==> src/rtl/rv32i_types_pkg.sv <==
// ============================================================================
// rv32i_types_pkg : shared types and reset constants for the fetch stage
// Rev 1.0 -- optional build macro: FETCH_MISALIGN_EN
// ============================================================================
`default_nettype none

package rv32i_types_pkg;

    typedef logic [31:0] word_t;

    localparam word_t DEFAULT_RESET_PC  = 32'h0000_0200;
    localparam word_t DEFAULT_NOP_INSTR = 32'h0000_0013;

    typedef enum logic [1:0] {
        FETCH = 2'd0,
        DRAIN = 2'd1,
        HOLD  = 2'd2
    } fetch_state_t;

    typedef struct packed {
        logic  valid;
        word_t pc;
        word_t pc4;
        word_t instr;
`ifdef FETCH_MISALIGN_EN
        logic  misaligned;
`endif
    } fetch_ex_pipeline_reg_t;

endpackage

`default_nettype wire

==> src/rtl/fetch_skid_buffer.sv <==
// ============================================================================
// fetch_skid_buffer : one-entry instruction buffer (flush > load > unload)
// Rev 1.0
// ============================================================================
`default_nettype none

module fetch_skid_buffer
    import rv32i_types_pkg::*;
(
    input  logic  CLK,
    input  logic  nRST,
    input  logic  load,
    input  logic  unload,
    input  logic  flush,
    input  word_t load_instr,
    input  word_t load_pc,
    output logic  valid,
    output word_t instr,
    output word_t pc
);

    always_ff @(posedge CLK) begin
        if (!nRST) begin
            valid <= 1'b0;
            instr <= '0;
            pc    <= '0;
        end else if (flush) begin
            valid <= 1'b0;
        end else if (load) begin
            valid <= 1'b1;
            instr <= load_instr;
            pc    <= load_pc;
        end else if (unload) begin
            valid <= 1'b0;
        end
    end

endmodule

`default_nettype wire

==> src/rtl/fetch_stage.sv <==
// ============================================================================
// fetch_stage : PC owner, single-outstanding imem requester, fetch->ex register
// Rev 1.0 -- optional build macro: FETCH_MISALIGN_EN
// ============================================================================
`default_nettype none

module fetch_stage
    import rv32i_types_pkg::*;
#(
    parameter word_t RESET_PC  = DEFAULT_RESET_PC,
    parameter word_t NOP_INSTR = DEFAULT_NOP_INSTR
) (
    input  logic        CLK,
    input  logic        nRST,
    output logic        imem_ren,
    output logic [31:0] imem_addr,
    input  logic        imem_busy,
    input  logic [31:0] imem_rdata,
    input  logic        brj_taken,
    input  logic [31:0] brj_addr,
    input  logic        ex_stall,
`ifdef FETCH_MISALIGN_EN
    output logic        fetch_ex_misaligned,
`endif
    output logic        fetch_ex_valid,
    output logic [31:0] fetch_ex_pc,
    output logic [31:0] fetch_ex_pc4,
    output logic [31:0] fetch_ex_instr
);

    localparam word_t C_WORD_MASK = 32'hFFFF_FFFC;

    fetch_state_t           r_state;
    word_t                  r_pc;
    word_t                  r_req_addr;
    fetch_ex_pipeline_reg_t r_fx;

    logic  r_skid_valid;
    word_t r_skid_instr;
    word_t r_skid_pc;

    logic  w_accept;
    logic  w_nofetch;
    word_t w_tgt;
    word_t w_req_next;
    logic  w_fetch_done;
    logic  w_skid_load;
    logic  w_skid_unload;
    logic  w_skid_flush;
    logic  w_new_req;
    word_t w_new_addr;
    logic  w_load;
    word_t w_load_pc;
    word_t w_load_instr;

`ifdef FETCH_MISALIGN_EN
    logic r_mis_pend;
    logic r_idle;
    logic w_mis_load;
    logic w_load_mis;

    // A misaligned target is kept intact so it can be reported as the faulting PC.
    assign w_tgt      = brj_addr;
    assign w_nofetch  = r_mis_pend || r_idle;
    assign w_mis_load = (r_state == FETCH) && r_mis_pend && w_accept;
`else
    assign w_tgt      = brj_addr & C_WORD_MASK;
    assign w_nofetch  = 1'b0;
`endif

    assign w_accept      = !r_fx.valid || !ex_stall;
    assign w_req_next    = r_req_addr + 32'd4;
    assign w_fetch_done  = (r_state == FETCH) && !w_nofetch && !imem_busy;
    assign w_skid_load   = w_fetch_done && !brj_taken && !w_accept;
    assign w_skid_unload = (r_state == HOLD) && !brj_taken && !ex_stall;
    assign w_skid_flush  = (r_state == HOLD) && brj_taken;

    assign imem_ren  = (r_state != HOLD) && !w_nofetch;
    assign imem_addr = r_req_addr & C_WORD_MASK;

    // A new request address is committed only once no response is outstanding.
    always_comb begin
        w_new_req  = 1'b0;
        w_new_addr = w_tgt;
        case (r_state)
            FETCH: w_new_req = brj_taken && (!imem_busy || w_nofetch);
            DRAIN: begin
                w_new_req  = !imem_busy;
                w_new_addr = brj_taken ? w_tgt : r_pc;
            end
            HOLD:  w_new_req = brj_taken;
            default: w_new_req = 1'b0;
        endcase
    end

    always_comb begin
        w_load       = 1'b0;
        w_load_pc    = r_req_addr;
        w_load_instr = imem_rdata;
`ifdef FETCH_MISALIGN_EN
        w_load_mis   = 1'b0;
`endif
        if (w_fetch_done && w_accept) begin
            w_load = 1'b1;
        end else if (w_skid_unload && r_skid_valid) begin
            w_load       = 1'b1;
            w_load_pc    = r_skid_pc;
            w_load_instr = r_skid_instr;
        end
`ifdef FETCH_MISALIGN_EN
        else if (w_mis_load) begin
            w_load       = 1'b1;
            w_load_pc    = r_pc;
            w_load_instr = NOP_INSTR;
            w_load_mis   = 1'b1;
        end
`endif
    end

    always_ff @(posedge CLK) begin
        if (!nRST) begin
            r_state    <= FETCH;
            r_pc       <= RESET_PC;
            r_req_addr <= RESET_PC;
        end else if (w_new_req) begin
            r_state    <= FETCH;
            r_pc       <= w_new_addr;
            r_req_addr <= w_new_addr;
        end else begin
            case (r_state)
                FETCH: begin
                    if (brj_taken) begin
                        r_pc    <= w_tgt;
                        r_state <= DRAIN;
                    end else if (w_fetch_done) begin
                        r_pc <= w_req_next;
                        if (w_accept) begin
                            r_req_addr <= w_req_next;
                        end else begin
                            r_state <= HOLD;
                        end
                    end
                end
                DRAIN: begin
                    if (brj_taken) begin
                        r_pc <= w_tgt;
                    end
                end
                HOLD: begin
                    if (w_skid_unload) begin
                        r_req_addr <= r_pc;
                        r_state    <= FETCH;
                    end
                end
                default: r_state <= FETCH;
            endcase
        end
    end

`ifdef FETCH_MISALIGN_EN
    // After reporting a misaligned target, fetch stays idle until the next redirect.
    always_ff @(posedge CLK) begin
        if (!nRST) begin
            r_mis_pend <= 1'b0;
            r_idle     <= 1'b0;
        end else if (w_new_req) begin
            r_mis_pend <= |w_new_addr[1:0];
            r_idle     <= 1'b0;
        end else if (w_mis_load && !brj_taken) begin
            r_mis_pend <= 1'b0;
            r_idle     <= 1'b1;
        end
    end
`endif

    always_ff @(posedge CLK) begin
        if (!nRST) begin
            r_fx.valid      <= 1'b0;
            r_fx.pc         <= '0;
            r_fx.pc4        <= '0;
            r_fx.instr      <= NOP_INSTR;
`ifdef FETCH_MISALIGN_EN
            r_fx.misaligned <= 1'b0;
`endif
        end else if (brj_taken) begin
            r_fx.valid      <= 1'b0;
            r_fx.instr      <= NOP_INSTR;
`ifdef FETCH_MISALIGN_EN
            r_fx.misaligned <= 1'b0;
`endif
        end else if (w_load) begin
            r_fx.valid      <= 1'b1;
            r_fx.pc         <= w_load_pc;
            r_fx.pc4        <= w_load_pc + 32'd4;
            r_fx.instr      <= w_load_instr;
`ifdef FETCH_MISALIGN_EN
            r_fx.misaligned <= w_load_mis;
`endif
        end else if (r_fx.valid && !ex_stall) begin
            r_fx.valid      <= 1'b0;
            r_fx.instr      <= NOP_INSTR;
`ifdef FETCH_MISALIGN_EN
            r_fx.misaligned <= 1'b0;
`endif
        end
    end

    fetch_skid_buffer u_skid (
        .CLK        (CLK),
        .nRST       (nRST),
        .load       (w_skid_load),
        .unload     (w_skid_unload),
        .flush      (w_skid_flush),
        .load_instr (imem_rdata),
        .load_pc    (r_req_addr),
        .valid      (r_skid_valid),
        .instr      (r_skid_instr),
        .pc         (r_skid_pc)
    );

    assign fetch_ex_valid = r_fx.valid;
    assign fetch_ex_pc    = r_fx.pc;
    assign fetch_ex_pc4   = r_fx.pc4;
    assign fetch_ex_instr = r_fx.instr;
`ifdef FETCH_MISALIGN_EN
    assign fetch_ex_misaligned = r_fx.misaligned;
`endif

endmodule

`default_nettype wire

==> config.mk <==
export PLATFORM = sky130hd
export DESIGN_NAME = fetch_stage
export DESIGN_NICKNAME = d
export VERILOG_FILES = /design/src/rtl/rv32i_types_pkg.sv /design/src/rtl/fetch_skid_buffer.sv /design/src/rtl/fetch_stage.sv
export SDC_FILE = /design/constraint.sdc
export NUM_CORES = 1
export LEC_CHECK = 0
export ABC_AREA = 1
export CORE_ASPECT_RATIO = 1.2
export CORE_MARGIN = 8
export CORE_UTILIZATION = 54
export DETAILED_ROUTE_END_ITERATION = 12
export PLACE_DENSITY = 0.81
export SYNTH_ARGS = -nofsm -noshare
export SYNTH_HDL_FRONTEND = slang
export SYNTH_SLANG_ARGS = --single-unit
==> constraint.sdc <==
create_clock -name CLK -period 2.6 [get_ports CLK]
set_input_delay 0.39 -clock CLK [delete_from_list [all_inputs] [get_ports CLK]]
set_output_delay 0.39 -clock CLK [all_outputs]
set_load 0.01 [all_outputs]
==> metrics <==
CP Cell Sequence inv_1 > nand2_2 > buf_6 > clkdlybuf4s50_1; first-pass GRT wire length 63140 um; #FFs+latches synth 226; Synth area leader dfxtp_1; Crit. End Element output port; fin crit share 94.94%; num ports 199; Area contributors post-synth dfxtp_1 38%, nand2_1 12%, nor2_1 9.5%, o21ai_0 9.3%, a21oi_1 6.8%; family with the most delay on the worst path buffers and inverters; Rel. slew slack 32.10%; CTS tree built; non-filler cells, final 2305; vias post-DR 13280; EDFF count, synth 0; clk buf depth 3; ant diodes 0; Port Buffers 194; max-cap violations 0; # rows 59; Worst path depth 4; post-synth cell types 41; # clock sinks 226; Skew-Pair Late Insertion Delay 0.53 ns; hpwl dp 27660 um; unrepaired setup endpoints after global routing no; Leak 6.287 nW; final core occ 71.48%; WS Path Type flop to output port; Pins Over Slew Limit 0; initial antenna violation count 0; Max Used Layer met4; cts hold-fix bufs 0; Crit Path Max Fanout 36; Root Driver clkbuf_16; Power, Total 9.127 mW; chip width 151.0 um; Critical-path top delay cell clkdlybuf4s50_1; placer's final routability congestion estimate 0.9295; hold path depth 5; residual DRC count 0; Max Fclk 405.1 MHz; share of the synthesized area in the top cell type 38.29%; DP Area 0.01452 mm2; clock skew 0.01725 ns; synth-to-layout area growth 30.40%; Cell Area, Synth 0.01182 mm2; cells on worst reg2reg path 14; final hold viol count 0; number of iterations in the first detailed-routing pass 6; vias in the first global route 12340; commonest non-fill, non-tap cell in the layout nand2_1; most frequent cells in the layout 384 x nand2_1, 298 x nor2_1, 225 x dfxtp_1; cell area after layout 0.01541 mm2; mean area per synthesized cell 6.532 um2; crit path launch type flop; # placed instances 2260; Worst path max stage delay 0.61 ns; clk slew on worst S/H paths 0.06 ns; Routed Wire Length 39710 um; final net count 2083; Mapped Cells 1809; Yosys warnings 0; WL met2 18200 um; drt wl/cell 17.23 um; share of layout cells above drive strength 1 9.995%; CP Buf/Inv Count 3; Initial Utilization 54.82%; H-tree Lvls 1; main flop type after synthesis dfxtp_1; global route total overflow 0; Final WS setup 0.1316 ns; full die area 0.02689 mm2; Max IR drop VDD 0.5189 mV; Die Y 178.0 um; post-route ant nets 0; Final setup viols 0; metal3 WL 3576 um; Pwr per Cell Area 592.3 mW/mm2; largest net degree at the start of global routing 161; Setup WS pre-CTS -0.1000 ns; Critical Path RT 2.21 ns; vias per std cell 5.761; asr flop ratio synth 0%; initial detailed-routing violation count 1453; filler instances 1807; run status completed; critical path arrival 2.08 ns; GRT Total Usage 28.69%; Hold Path Class input port to flop; TritonCTS buffer count 25; wire length on met1 16030 um; core box area 0.02156 mm2; Worst Max-Slew Pin Slew 1.017 ns; post-layout minimum cycle time 2.468 ns; sequential area share after synthesis 38.29%
## per-stage QoR
step	setup TNS (ns)	hold WS, ns
floorplan	0	0.4245
global placement	-0.2656	0.4390
detailed placement	-1.023	0.4492
CTS	0	0.3966
global route	0	0.4195
finish	0	0.4091
## cells in the mapped netlist (11+ instances only)
master,count
xor2_1,19
clkbuf_1,94
nand3_1,59
a22oi_1,29
dfxtp_1,226
nand4_1,22
nor3_1,19
inv_1,117
nand2_1,385
nor2_1,300
a31oi_1,18
a21oi_1,161
o21ai_0,220
buf_4,37
buf_2,11
o211ai_1,16
## flip-flops by register name (all words and copies together), names as in the netlist
register	cells
r_state	2
u_skid.pc	32
u_skid.instr	32
r_req_addr	32
fetch_ex_pc	32
fetch_ex_instr	32
u_skid.valid	1
fetch_ex_pc4	30
r_pc	32
fetch_ex_valid	1
## final timing paths
check                    start           endpoint  slack [ns]
hold / removal            nRST  fetch_ex_instr[1]        0.41
setup reg to reg    r_state[1]   fetch_ex_pc4[10]        0.25
setup / recovery    r_state[0]           imem_ren        0.13
hold reg to reg   u_skid.pc[9]       u_skid.pc[9]        0.46
## where the power goes
group          total (mW)  switching, mW  internal [mW]
Sequential           3.78          0.143           3.64
Combinational        1.54          0.864          0.674
Clock                3.81           1.50           2.31
## layer usage
| metal | vias up | GRT usage, % |
|---|---|---|
| met5 | - | 0 |
| met1 | 6069 | 37.11 |
| met4 | 0 | 14.29 |
| met2 | 712 | 46.44 |
| li1 | 6364 | - |
| met3 | 133 | 3.426 |
## layout make-up
class	count	area [um2]	area share, %
multi-input cells	1313	6143	39.87
flip-flops and latches	226	4526	29.37
repair buffers	323	3049	19.79
clock buffers	32	701.9	4.555
inverters	124	465.4	3.021
well taps	274	342.8	2.225
clock inverters	13	180.2	1.169
## worst reg2reg max path, cell delays in order (launching register included)
cell	delay, ns
dfxtp_2	0.39
inv_2	0.06
nor2_4	0.17
nand4_4	0.15
buf_4	0.20
buf_4	0.17
nand2_1	0.17
nand2_2	0.14
inv_2	0.14
buf_12	0.20
buf_4	0.18
nor2_1	0.05
nor2_1	0.12
nand2_1	0.08
inv_1	0.07
## timing repair
| item | 4_1_cts | 5_1_grt |
|---|---|---|
| resized for setup | 0 | 5 |
| setup buffers | 0 | 0 |
| setup endpoints to repair | 0 | 7 |
## cells by family (layout without fill, tap and decap cells)
kind of cell | Yosys count | count (layout) | synth area share, %
xor gates and xnor gates | 19 | 19 | 1.408
adders and majority gates | 1 | 1 | 0.1059
buffers and inverters | 271 | 492 | 9.901
other | 1 | 2 | 0.03174
and+or+nand+nor | 806 | 806 | 27.68
AOI/OAI and AO/OA | 485 | 485 | 22.59
DFF | 226 | 226 | 38.29
Note: power is estimated with default switching activity, not from simulation.
